## config.mk

```make
export PLATFORM = sky130hd
export DESIGN_NAME = bitblade_shift_accumulator_flat
export DESIGN_NICKNAME = d
export VERILOG_FILES = /design/src/rtl/bitblade_shift_accumulator_if.sv /design/src/rtl/bitblade_shift_accumulator.sv /design/src/flat_wrapper.sv
export SDC_FILE = /design/constraint.sdc
export NUM_CORES = 1
export LEC_CHECK = 0
export CAP_MARGIN = 40
export CORE_UTILIZATION = 59
export CTS_BUF_LIST = sky130_fd_sc_hd__clkbuf_4
export CTS_CLUSTER_DIAMETER = 200
export CTS_CLUSTER_SIZE = 40
export DETAILED_ROUTE_END_ITERATION = 10
export PLACE_DENSITY = 0.82
export SYNTH_ARGS = -nofsm -noshare
export SYNTH_HDL_FRONTEND = slang
export SYNTH_SLANG_ARGS = --single-unit
```

## constraint.sdc

```tcl
create_clock -name clk -period 4.7 [get_ports clk]
set_input_delay 1.41 -clock clk [delete_from_list [all_inputs] [get_ports clk]]
set_output_delay 1.41 -clock clk [all_outputs]
set_load 0.02 [all_outputs]
```

## src/rtl/bitblade_shift_accumulator_if.sv

```systemverilog
// Beat-in / result-out bundle for the BitBlade shift accumulator.
// The master drives beats and consumes results; the slave is the accumulator.
interface bitblade_shift_accumulator_if #(
   parameter int unsigned PSUM_W  = 8,
   parameter int unsigned ACC_W   = 24,
   parameter int unsigned SHIFT_W = 4
);
   logic [3:0]         cfg_len;
   logic               in_valid;
   logic               in_ready;
   logic [PSUM_W-1:0]  psum_in;
   logic [SHIFT_W-1:0] shift_in;
   logic               out_valid;
   logic               out_ready;
   logic [ACC_W-1:0]   acc_out;
   logic               ovf_out;

   modport master (
      output cfg_len,
      output in_valid,
      output psum_in,
      output shift_in,
      output out_ready,
      input  in_ready,
      input  out_valid,
      input  acc_out,
      input  ovf_out
   );

   modport slave (
      input  cfg_len,
      input  in_valid,
      input  psum_in,
      input  shift_in,
      input  out_ready,
      output in_ready,
      output out_valid,
      output acc_out,
      output ovf_out
   );
endinterface

```

## src/rtl/bitblade_shift_accumulator.sv

```systemverilog
// Shift-add accumulator behind the bit-brick array: sign-extends, shifts and sums
// a configurable number of partial-sum beats, then holds the result until taken.
module bitblade_shift_accumulator #(
   parameter int unsigned PSUM_W  = 8,
   parameter int unsigned ACC_W   = 24,
   parameter int unsigned SHIFT_W = 4
) (
   input logic                          clk,
   input logic                          rst,
   bitblade_shift_accumulator_if.slave  io_bus
);

   localparam int unsigned CNT_W = 4;

   typedef enum logic [0:0] {
      StAccum = 1'b0,
      StHold  = 1'b1
   } state_e;

   state_e             r_state;
   logic [CNT_W-1:0]   r_cnt;
   logic [CNT_W-1:0]   r_len_q;
   logic [ACC_W-1:0]   r_acc;
   logic               r_ovf;
   logic               r_in_ready;
   logic               r_out_valid;
   logic [ACC_W-1:0]   r_acc_out;
   logic               r_ovf_out;

   logic               w_accept;
   logic               w_first;
   logic [CNT_W-1:0]   w_cfg_last;
   logic [CNT_W-1:0]   w_len;
   logic               w_last;
   logic [ACC_W-1:0]   w_ext;
   logic [ACC_W-1:0]   w_term;
   logic [ACC_W-1:0]   w_base_acc;
   logic               w_base_ovf;
   logic [ACC_W-1:0]   w_sum;
   logic               w_ovf_step;
   logic               w_ovf;

   assign w_accept   = io_bus.in_valid && r_in_ready;
   assign w_first    = (r_cnt == '0);
   assign w_cfg_last = io_bus.cfg_len - 4'd1;
   // The first beat compares against the live config; later beats use the latched length.
   assign w_len      = w_first ? w_cfg_last : r_len_q;
   assign w_last     = (r_cnt == w_len);

   assign w_ext  = {{(ACC_W-PSUM_W){io_bus.psum_in[PSUM_W-1]}}, io_bus.psum_in};
   assign w_term = w_ext << io_bus.shift_in;

   // A new group starts from zero regardless of what the previous group left behind.
   assign w_base_acc = w_first ? '0 : r_acc;
   assign w_base_ovf = w_first ? 1'b0 : r_ovf;
   assign w_sum      = w_base_acc + w_term;

   assign w_ovf_step = (w_base_acc[ACC_W-1] == w_term[ACC_W-1]) &&
                       (w_sum[ACC_W-1] != w_base_acc[ACC_W-1]);
   assign w_ovf      = w_base_ovf | w_ovf_step;

   always_ff @(posedge clk or posedge rst) begin
      if (rst) begin
         r_state     <= StAccum;
         r_cnt       <= '0;
         r_len_q     <= '0;
         r_acc       <= '0;
         r_ovf       <= 1'b0;
         r_in_ready  <= 1'b1;
         r_out_valid <= 1'b0;
         r_acc_out   <= '0;
         r_ovf_out   <= 1'b0;
      end else begin
         unique case (r_state)
            StAccum: begin
               if (w_accept) begin
                  if (w_first) begin
                     r_len_q <= w_cfg_last;
                  end
                  r_acc <= w_sum;
                  r_ovf <= w_ovf;
                  if (w_last) begin
                     r_acc_out   <= w_sum;
                     r_ovf_out   <= w_ovf;
                     r_cnt       <= '0;
                     r_state     <= StHold;
                     r_in_ready  <= 1'b0;
                     r_out_valid <= 1'b1;
                  end else begin
                     r_cnt <= r_cnt + 4'd1;
                  end
               end
            end
            StHold: begin
               if (io_bus.out_ready) begin
                  r_state     <= StAccum;
                  r_in_ready  <= 1'b1;
                  r_out_valid <= 1'b0;
               end
            end
            default: begin
               r_state     <= StAccum;
               r_in_ready  <= 1'b1;
               r_out_valid <= 1'b0;
            end
         endcase
      end
   end

   assign io_bus.in_ready  = r_in_ready;
   assign io_bus.out_valid = r_out_valid;
   assign io_bus.acc_out   = r_acc_out;
   assign io_bus.ovf_out   = r_ovf_out;

   a_hold_stable: assert property (@(posedge clk) disable iff (rst)
      (r_out_valid && !io_bus.out_ready) |=> (r_out_valid && $stable(r_acc_out) &&
                                              $stable(r_ovf_out)));

   a_ready_exclusive: assert property (@(posedge clk) disable iff (rst)
      r_in_ready != r_out_valid);

endmodule

```

## src/flat_wrapper.sv

```systemverilog
// flat-port wrapper written by rule: the top's interface ports become plain ports
module bitblade_shift_accumulator_flat 
#(
   parameter int unsigned PSUM_W  = 8,
   parameter int unsigned ACC_W   = 24,
   parameter int unsigned SHIFT_W = 4
)
  (clk, rst, io_bus_cfg_len, io_bus_in_valid, io_bus_psum_in, io_bus_shift_in, io_bus_out_ready, io_bus_in_ready, io_bus_out_valid, io_bus_acc_out, io_bus_ovf_out);
  bitblade_shift_accumulator_if #(.PSUM_W(PSUM_W), .ACC_W(ACC_W), .SHIFT_W(SHIFT_W)) io_bus_i ();
  input logic clk;
  input logic rst;
  input wire logic [$bits(io_bus_i.cfg_len)-1:0] io_bus_cfg_len;
  input wire logic [$bits(io_bus_i.in_valid)-1:0] io_bus_in_valid;
  input wire logic [$bits(io_bus_i.psum_in)-1:0] io_bus_psum_in;
  input wire logic [$bits(io_bus_i.shift_in)-1:0] io_bus_shift_in;
  input wire logic [$bits(io_bus_i.out_ready)-1:0] io_bus_out_ready;
  output wire logic [$bits(io_bus_i.in_ready)-1:0] io_bus_in_ready;
  output wire logic [$bits(io_bus_i.out_valid)-1:0] io_bus_out_valid;
  output wire logic [$bits(io_bus_i.acc_out)-1:0] io_bus_acc_out;
  output wire logic [$bits(io_bus_i.ovf_out)-1:0] io_bus_ovf_out;
  assign io_bus_i.cfg_len = io_bus_cfg_len;
  assign io_bus_i.in_valid = io_bus_in_valid;
  assign io_bus_i.psum_in = io_bus_psum_in;
  assign io_bus_i.shift_in = io_bus_shift_in;
  assign io_bus_i.out_ready = io_bus_out_ready;
  assign io_bus_in_ready = io_bus_i.in_ready;
  assign io_bus_out_valid = io_bus_i.out_valid;
  assign io_bus_acc_out = io_bus_i.acc_out;
  assign io_bus_ovf_out = io_bus_i.ovf_out;
  bitblade_shift_accumulator #(.PSUM_W(PSUM_W), .ACC_W(ACC_W), .SHIFT_W(SHIFT_W)) u_core (.clk(clk), .rst(rst), .io_bus(io_bus_i));
endmodule
```

# Yosys cells after proc, flatten, opt, wreduce, memory -nomap -nowiden
# Cells that the tools add are included.
# word_totals
input_bits	20
wordCells	43
regBits	61
out_inout_bits	27
# classes
eq_ne	6
muxes	16
addsub	3
shifts	1
n_bitwise	2
reduce_logical	6
# op_table
operator	count
24-bit adder	1
24-bit 2-to-1 mux	1
24-bit by 4-bit left shift with 24-bit output	1
1-bit 2-to-1 mux	10
4-bit 2-to-1 mux	2
1-bit one-hot mux with 2 select lines	3
3-bit AND reduction	2
4-bit by 1-bit adder with 4-bit output, second input constant	1
4-bit equality test	1
4-bit zero test	1
2-bit by 1-bit != test with 1-bit output, second input constant	2
4-bit by 1-bit subtractor with 4-bit output, second input constant	1
1-bit logical AND	2
2-bit != test, second input constant	1
2-bit AND reduction	1
1-bit equality test	1
1-bit != test	1
1-bit inverter	1
1-bit bitwise OR	1

# Depth between registers and ports, before layout
# Gate-level depths: netlist of run 1.
# logic_depth
word_depth	6
mapped_depth	18
depth_no_buf	15

# Least setup slack after synthesis of run 1
# OpenSTA, ideal clock, no wires.
# synth_path
path_type	input -> register
startpoint	input io_bus_shift_in[0]
endpoint	register u_core.r_acc_out[23] (netlist: u_core.io_bus.acc_out[23])
path_stages	15
slack_ps	271
arrival_time_ps	4305
path_buffers	2
setup_ps	125
t_required_ps	4575
cell_sequence	buf_1 > mux2i_1 > nand2_1 > o21ai_0 > nor2_1 > a21oi_1 > a21oi_1 > ha_1 > clkbuf_1 > nand4_1 > or3_1 > o211ai_1 > nand3_1 > xnor2_1 > mux2_2
# synth_via
elab_chain_cells	2
# synth_rtl
element	line_no	text
start: declaration	flat_wrapper.sv:15	input wire logic [$bits(io_bus_i.shift_in)-1:0] io_bus_shift_in;
24-bit by 4-bit left shift with 24-bit output	bitblade_shift_accumulator.sv:51	assign w_term = w_ext << io_bus.shift_in;
24-bit adder	bitblade_shift_accumulator.sv:56	assign w_sum = w_base_acc + w_term;
end signal: assignment	bitblade_shift_accumulator.sv:83	r_acc_out <= w_sum;
end: declaration	bitblade_shift_accumulator.sv:27	logic [ACC_W-1:0] r_acc_out;
# No other way between the ends.
# A chain may end at the register's enable or synchronous reset.

# Worst setup path after layout of run 1
# layout_path
startpoint	input io_bus_shift_in[0]
endpoint	register u_core.r_acc[20]
# layout_via
elab_chain_cells	2
# layout_rtl
element	line_no	text
24-bit by 4-bit left shift with 24-bit output	bitblade_shift_accumulator.sv:51	
24-bit adder	bitblade_shift_accumulator.sv:56	
end signal: assignment	bitblade_shift_accumulator.sv:80	r_acc <= w_sum;
end: declaration	bitblade_shift_accumulator.sv:23	logic [ACC_W-1:0] r_acc;
# No other way between the ends.

==> summary.md, run 1 <==
| Metric | Value |
|---|---|
| Status | `complete, no violations` |
| IR drop worst, VDD | `0.499 mV` |
| CTS H-tree depth | `3` |
| Final Routed Wirelength | `12200 um` |
| Worst slew margin | `0.424` |
| Crit Path Max Fanout | `7` |
| #FFs+latches synth | `61` |
| Fin. max-slew vios | `0` |
| Via count | `4406` |
| Detail-routed via count per cell | `5.91` |
| WS Path Type | `primary input to flip-flop` |
| Yosys cell types | `57` |
| Wirelength per Cell | `16.4 um` |
| Sink Count | `61` |
| Syn Area/Cell | `8.65 um2` |
| DRT Pass-1 Iters | `5` |
| Total Routing Usage GR | `0.313` |
| Yosys top cell area share | `0.330` |
| Number of remaining DRC errors | `0` |
| CTS Buf Count | `9` |
| Clock transition at path regs | `0.10 ns` |
| Synth area leaders | `dfrtp_1 (33%), ha_1 (7.1%), mux2_2 (6.2%)` |
| Critical Path AT | `4.94 ns` |
| Critical Path RT | `5.06 ns` |
| Starting Density | `0.618` |
| Total grt overflow | `0` |
| First-pass GRT wire length | `20200 um` |
| Max-cap violations | `0` |
| FMAX | `218 MHz` |
| Synth top cells by count | `nand2_1 (63), dfrtp_1 (60), a21oi_1 (43), nor2_1 (28)` |
| Synthesis warning total | `0` |
| Total negative slack | `0 ns` |
| DP Wirelength | `9060 um` |
| Final-report hold violation count | `0` |
| Port buffer count | `46` |
| Asr flop ratio synth | `1.00` |
| Longest Clk Path Bufs | `2` |
| Hold Slack | `0.486 ns` |
| Largest area contributor in the netlist | `dfrtp_1` |
| Sequential cell area fraction in the yosys report | `0.336` |
| Worst slew pin tran | `0.863 ns` |
| Die Span Y | `89.8 um` |
| Clk_lat worst skew | `0.42 ns` |
| Crit path time final | `4.58 ns` |
| Power density over cell area | `663 nW/um2` |
| Most numerous cell in the Yosys netlist | `nand2_1` |
| Post-synth EDFFs | `0` |
| CTS tree | `done` |
| # rows | `31` |
| Pin count of the biggest net entering global routing | `34` |
| Post-synthesis cell area | `4550 um2` |
| Fillers | `514` |
| Drt initial violations | `319` |
| # IOs | `47` |
| Syn Nets | `573` |
| Initial antenna violation count | `0` |
| Static Leak | `2.73 nW` |
| Antenna cells | `0` |
| Die width | `89.8 um` |
| Nets@finish | `690` |
| CP endpoint kind | `flip-flop` |
| Mapped Cells | `526` |
| Post-Route Skew | `0.0141 ns` |
| Crit share post-route | `0.975` |
| Layout cell share with drive strength beyond 1 | `0.223` |
| CP startpoint kind | `primary input` |
| Clock root cell | `clkbuf_4` |
| Vias in the first global route | `4265` |
| P&R area growth vs syn | `28.7%` |
| Hold Crit Class | `flip-flop to flip-flop` |
| Top_reg_cell synth | `dfrtp_1` |
| Die Area | `8070 um2` |
| DRT antenna net count | `0` |
| RD Place Congestion | `0.914` |
| Core ar. | `7370 um2` |
| Setup violations, final | `0` |
| CTS Hold Buffers Added | `0` |
==> final timing paths <==
path | startpoint | to | slack, ns | depth (start not counted)
max | io_bus_shift_in[0] | u_core.r_acc[20] | 0.12 | 14
min | u_core.r_acc[11] | u_core.r_acc[11] | 0.49 | 2
min in group asynchronous | rst | u_core.r_acc[3] | 1.40 | 2
min reg2reg | u_core.r_acc[11] | u_core.r_acc[11] | 0.49 | 2
max in group asynchronous | rst | u_core.r_acc[18] | 2.55 | 3
max reg2reg | u_core.r_cnt[1] | u_core.r_acc[20] | 0.55 | 14
==> report_power, final <==
part	switching (W)	leakage, nW	internal (W)
combinational	0.00134	1.92	0.00125
sequential	0.000161	0.742	0.000779
clock	0.000202	0.0683	0.000154
total	0.00170	2.73	0.00218
==> cells by family (layout without fill, tap and decap cells) <==
family	after synthesis	in the layout	synth area share
AOI/OAI and AO/OA	123	123	0.172
xor gates and xnor gates	24	24	0.0462
adders and majority gates	27	27	0.0759
buffers and inverters	50	171	0.0429
DFF	61	61	0.336
muxes	48	48	0.112
and+or+nand+nor	193	193	0.215
==> flip-flops by register name (all words and copies together) (netlist names) <==
signal	flops
u_core.r_len_q	4
u_core.r_cnt	4
u_core.r_ovf	1
u_core.r_acc	24
u_core.io_bus.out_valid	1
u_core.io_bus.in_ready	1
u_core.r_state	1
u_core.io_bus.acc_out	24
u_core.io_bus.ovf_out	1
==> critical path: stages <==
cell and delay [ns]:
clkdlybuf4s50_1 0.52, buf_4 0.18, mux2i_1 0.27, a21oi_1 0.14, a21oi_1 0.24, nor2_1 0.10
ha_1 0.33, a21oi_1 0.17, nor2b_1 0.06, o21ai_0 0.37, a31oi_4 0.21, a311o_1 0.41
or4_1 0.43, nand3_1 0.08
==> metal layers <==
layer	routed length (um)	part of all wire	global-route usage	vias up
met3	796	0.065	0.0677	38
met4	304	0.025	0.107	0
met1	5390	0.44	0.412	2089
met2	5710	0.47	0.512	162
met5	0	0	0	-
li1	-	-	-	2117
==> layout make-up <==
| class | count | area, um2 | share of cell area |
|---|---|---|---|
| clock buffers | 9 | 67.6 | 0.0115 |
| flip-flops and latches | 61 | 1530 | 0.261 |
| multi-input cells | 415 | 2890 | 0.493 |
| repair buffers | 132 | 1110 | 0.189 |
| inverters | 24 | 90.1 | 0.0154 |
| clock inverters | 6 | 55.1 | 0.00940 |
| well taps | 99 | 124 | 0.0211 |
==> what timing repair did <==
item / CTS / global route
hold endpoints to repair: 0 / 0
resized for setup: 0 / 15
buffers inserted: 0 / 3
setup endpoints to repair: 0 / 19
==> through the flow <==
stage                     instance area [um2]  worst slack [ns]  utilization  cells  total power [W]
after detailed placement                 5650            -0.311        0.767    728          0.00344
after global placement                   5650            -0.270        0.767    728          0.00334
after global routing                     5860           -0.0453        0.795    746          0.00419
final                                    5860             0.118        0.795    746          0.00388
after CTS                                5780            0.0560        0.784    743          0.00381
after floorplan                          4550             0.271            -    526          0.00250
==> placed cells by master (no fill, tap or decap), types with 11 or more instances in the layout <==
master           netlist  final
buf_4                  1     86
nand2_1               63     63
dfrtp_1               60     60
clkdlybuf4s50_1        0     46
a21oi_1               43     40
nor2_1                28     28
and2_1                26     26
ha_1                  26     26
mux2_2                25     25
o21ai_0               26     23
inv_1                 23     22
mux2i_1               23     21
nor3_1                14     14
nand3_1               14     14
nor2b_1               13     13
xor2_1                13     13
a21o_1                12     12
xnor2_1               11     11
Power figures use the tool's default switching activity.
==> inputs of run 2 (changes only) <==
Clock period 4.7 ns to 4.5 ns, I/O delays scaled along.
==> run 2 against run 1 <==
Net effect:
- sequential power grew 4.4%
- clock skew is essentially flat
- via count shrank 0.70%
- die area is the same
- total power grew 5.8%
- combinational power grew 6%
- count of clock-buffer cells in the layout grew 2
- critical endpoint is now u_core.io_bus.acc_out[21]
==> summary.md, run 2 (synthesis gave the netlist of run 1 again) <==
| Metric | Value |
|---|---|
| Hold Crit Class | `flip-flop to flip-flop` |
| Reg power frac | `0.239 (-0.003)` |
| CTS tree | `done` |
| IR drop worst, VDD | `0.591 mV (+18%)` |
| Max-cap violations | `0 (unchanged)` |
| Post-CTS Setup Bufs | `0 (unchanged)` |
| WS Path Type | `primary input to flip-flop` |
| FMAX | `228 MHz` |
| DP Area | `5780 um2 (+2.2%)` |
| # rows | `31 (unchanged)` |
| DRT Pass-1 Iters | `5 (unchanged)` |
| Clock power share | `0.095 (+0.003)` |
| Antenna cells | `0 (unchanged)` |
| Worst slew margin | `0.422 (-0.00285)` |
| Status | `complete, no violations` |
| Longest Clk Path Bufs | `2 (unchanged)` |
| Detail-routed via count per cell | `5.76 (-2.4%)` |
| Number of remaining DRC errors | `0 (unchanged)` |
| DP Wirelength | `9330 um (+3.0%)` |
| Hold Slack | `0.476 ns (-0.0102 ns)` |
| Total grt overflow | `0 (unchanged)` |
| WL met2 | `5920 um (+3.7%)` |
| Highest Signal Layer | `met4` |
| Setup violations, final | `0 (unchanged)` |
| Internal power | `0.00233 W (+6.8%)` |
| Critical Path AT | `4.74 ns (-0.20 ns)` |
| DR WL met3 | `692 um (-13%)` |
| Worst slew pin tran | `0.866 ns (+0.00301 ns)` |
| Crit share post-route | `0.974` |
| Port buffer count | `46 (unchanged)` |
| Static Leak | `2.81 nW (+2.7%)` |
| RSZ-0062 raised after global routing | `true` |
| Clock root cell | `clkbuf_4` |
| Sw frac | `0.433 (-0.00503)` |
| Total negative slack | `0 ns (unchanged)` |
| First-pass GRT wire length | `20600 um (+1.7%)` |
| Vias in the first global route | `4462 (+4.6%)` |
| CTS Buf Count | `9 (unchanged)` |
| Total Routing Usage GR | `0.318 (+0.00493)` |
| Core ar. | `7370 um2 (unchanged)` |
| CP endpoint kind | `flip-flop` |
| Critical Path RT | `4.86 ns (-0.20 ns)` |
| Final Routed Wirelength | `12300 um (+0.94%)` |
| Initial antenna violation count | `0 (unchanged)` |
| CP startpoint kind | `primary input` |
| Logic pwr share | `0.667 (about the same)` |
| Wirelength per Cell | `16.2 um (-0.79%)` |
| Via count | `4375 (-0.70%)` |
| Post-Route Skew | `0.0143 ns (+0.000197 ns)` |
| Crit Path Max Fanout | `5 (-2)` |
| Power density over cell area | `687 nW/um2 (+3.7%)` |
| Final-report hold violation count | `0 (unchanged)` |
| Starting Density | `0.618 (unchanged)` |
| Sink Count | `61 (unchanged)` |
| Nets@finish | `702 (+1.7%)` |
| WL met1 | `5460 um (+1.3%)` |
| Post-Route Utilization | `0.811 (+0.0163)` |
| Crit path time final | `4.38 ns` |
| DRT antenna net count | `0 (unchanged)` |
| Drt initial violations | `223 (-30%)` |
| Fin. max-slew vios | `0 (unchanged)` |
| Most frequent cells in the layout | `buf_4 (97), nand2_1 (63), dfrtp_1 (60)` |
| Net Sw Power | `0.00178 W (+4.6%)` |
| Most common cell after layout, fill and taps aside | `buf_4` |
| P&R area growth vs syn | `31.3%` |
| Die width | `89.8 um (unchanged)` |
| # IOs | `47 (unchanged)` |
| CTS H-tree depth | `3 (unchanged)` |
| Clk_lat worst skew | `0.42 ns (about the same)` |
| Pin count of the biggest net entering global routing | `42 (+24%)` |
| Die Area | `8070 um2 (unchanged)` |
| Total Power | `0.00411 W (+5.8%)` |
| RD Place Congestion | `0.925 (+1.2%)` |
| Die Span Y | `89.8 um (unchanged)` |
| Layout cell share with drive strength beyond 1 | `0.241 (+0.0183)` |
| Finished layout cell area | `5980 um2 (+2.1%)` |
| Clock transition at path regs | `0.11 ns (about the same)` |
run 2: cell count changes in the layout (fill, tap and decap cells not counted), sizes merged:
cell           change
dlygate4sd2        +1
inv                +1
clkinv             -2
clkbuf             +2
buf               +12
clkdlybuf4s50      -1
run 2: layout make-up:
cell class | count | area, um2
fillers | 472 | 1390
clock inverters | 5 | 51.3
flip-flops and latches | 61 | 1530
repair buffers | 144 | 1210
clock buffers | 11 | 82.6
inverters | 24 | 90.1
well taps | 99 | 124
multi-input cells | 415 | 2890
run 2: layer usage:
| layer | vias to the layer above | global-route usage |
|---|---|---|
| li1 | 2114 | - |
| met1 | 2086 | 0.403 |
| met2 | 148 | 0.544 |
| met3 | 27 | 0.0609 |
| met4 | 0 | 0.107 |
| met5 | - | 0 |
run 2: critical path: stages:
cell             delay [ns]
clkdlybuf4s50_1        0.49
inv_1                  0.09
buf_4                  0.14
o21ai_0                0.34
a21oi_1                0.15
o22ai_2                0.20
ha_1                   0.31
and3_1                 0.23
a221oi_2               0.33
o21a_1                 0.21
nand4_1                0.17
a311o_1                0.40
mux2_2                 0.28
nand3_1                0.06
run 2: repair_timing:
action	CTS	global route
pin swaps	1	7
endpoints found under the setup margin	14	24
gates cloned	0	0
hold buffers	0	0
resized for setup	4	13
run 2: power by group through the flow:
stage                     sequential [W]  combinational [W]  clock [W]
final                           0.000981            0.00274   0.000388
after global routing             0.00102            0.00298   0.000418
after CTS                       0.000979            0.00269   0.000396
after detailed placement        0.000987            0.00266          0
after global placement          0.000966            0.00258          0
after floorplan                  0.00108            0.00154          0
run 2: final timing paths:
kind | from | to | slack [ns] | depth (start not counted)
setup reg to reg | u_core.r_cnt[0] | u_core.r_acc[20] | 0.47 | 15
setup / recovery | io_bus_shift_in[1] | u_core.io_bus.acc_out[21] | 0.12 | 14
max in group asynchronous | rst | u_core.io_bus.acc_out[14] | 2.34 | 3
hold reg to reg | u_core.r_acc[2] | u_core.r_acc[2] | 0.48 | 2
hold / removal | u_core.r_acc[2] | u_core.r_acc[2] | 0.48 | 2
min in group asynchronous | rst | u_core.io_bus.acc_out[9] | 1.42 | 2
run 2: stage by stage:
step / std cells / worst slack, ns
detailed placement: 743 / -0.578
finish: 759 / 0.117
global route: 759 / -0.0240
floorplan: 526 / 0.131
global placement: 743 / -0.519
CTS: 759 / 0.0712
==> inputs of run 3 (changes only) <==
Settings changed: CTS_CLUSTER_SIZE 40 to 20.
==> results of run 3 <==
Final layout, timing and power as in run 2 (identical DEF).
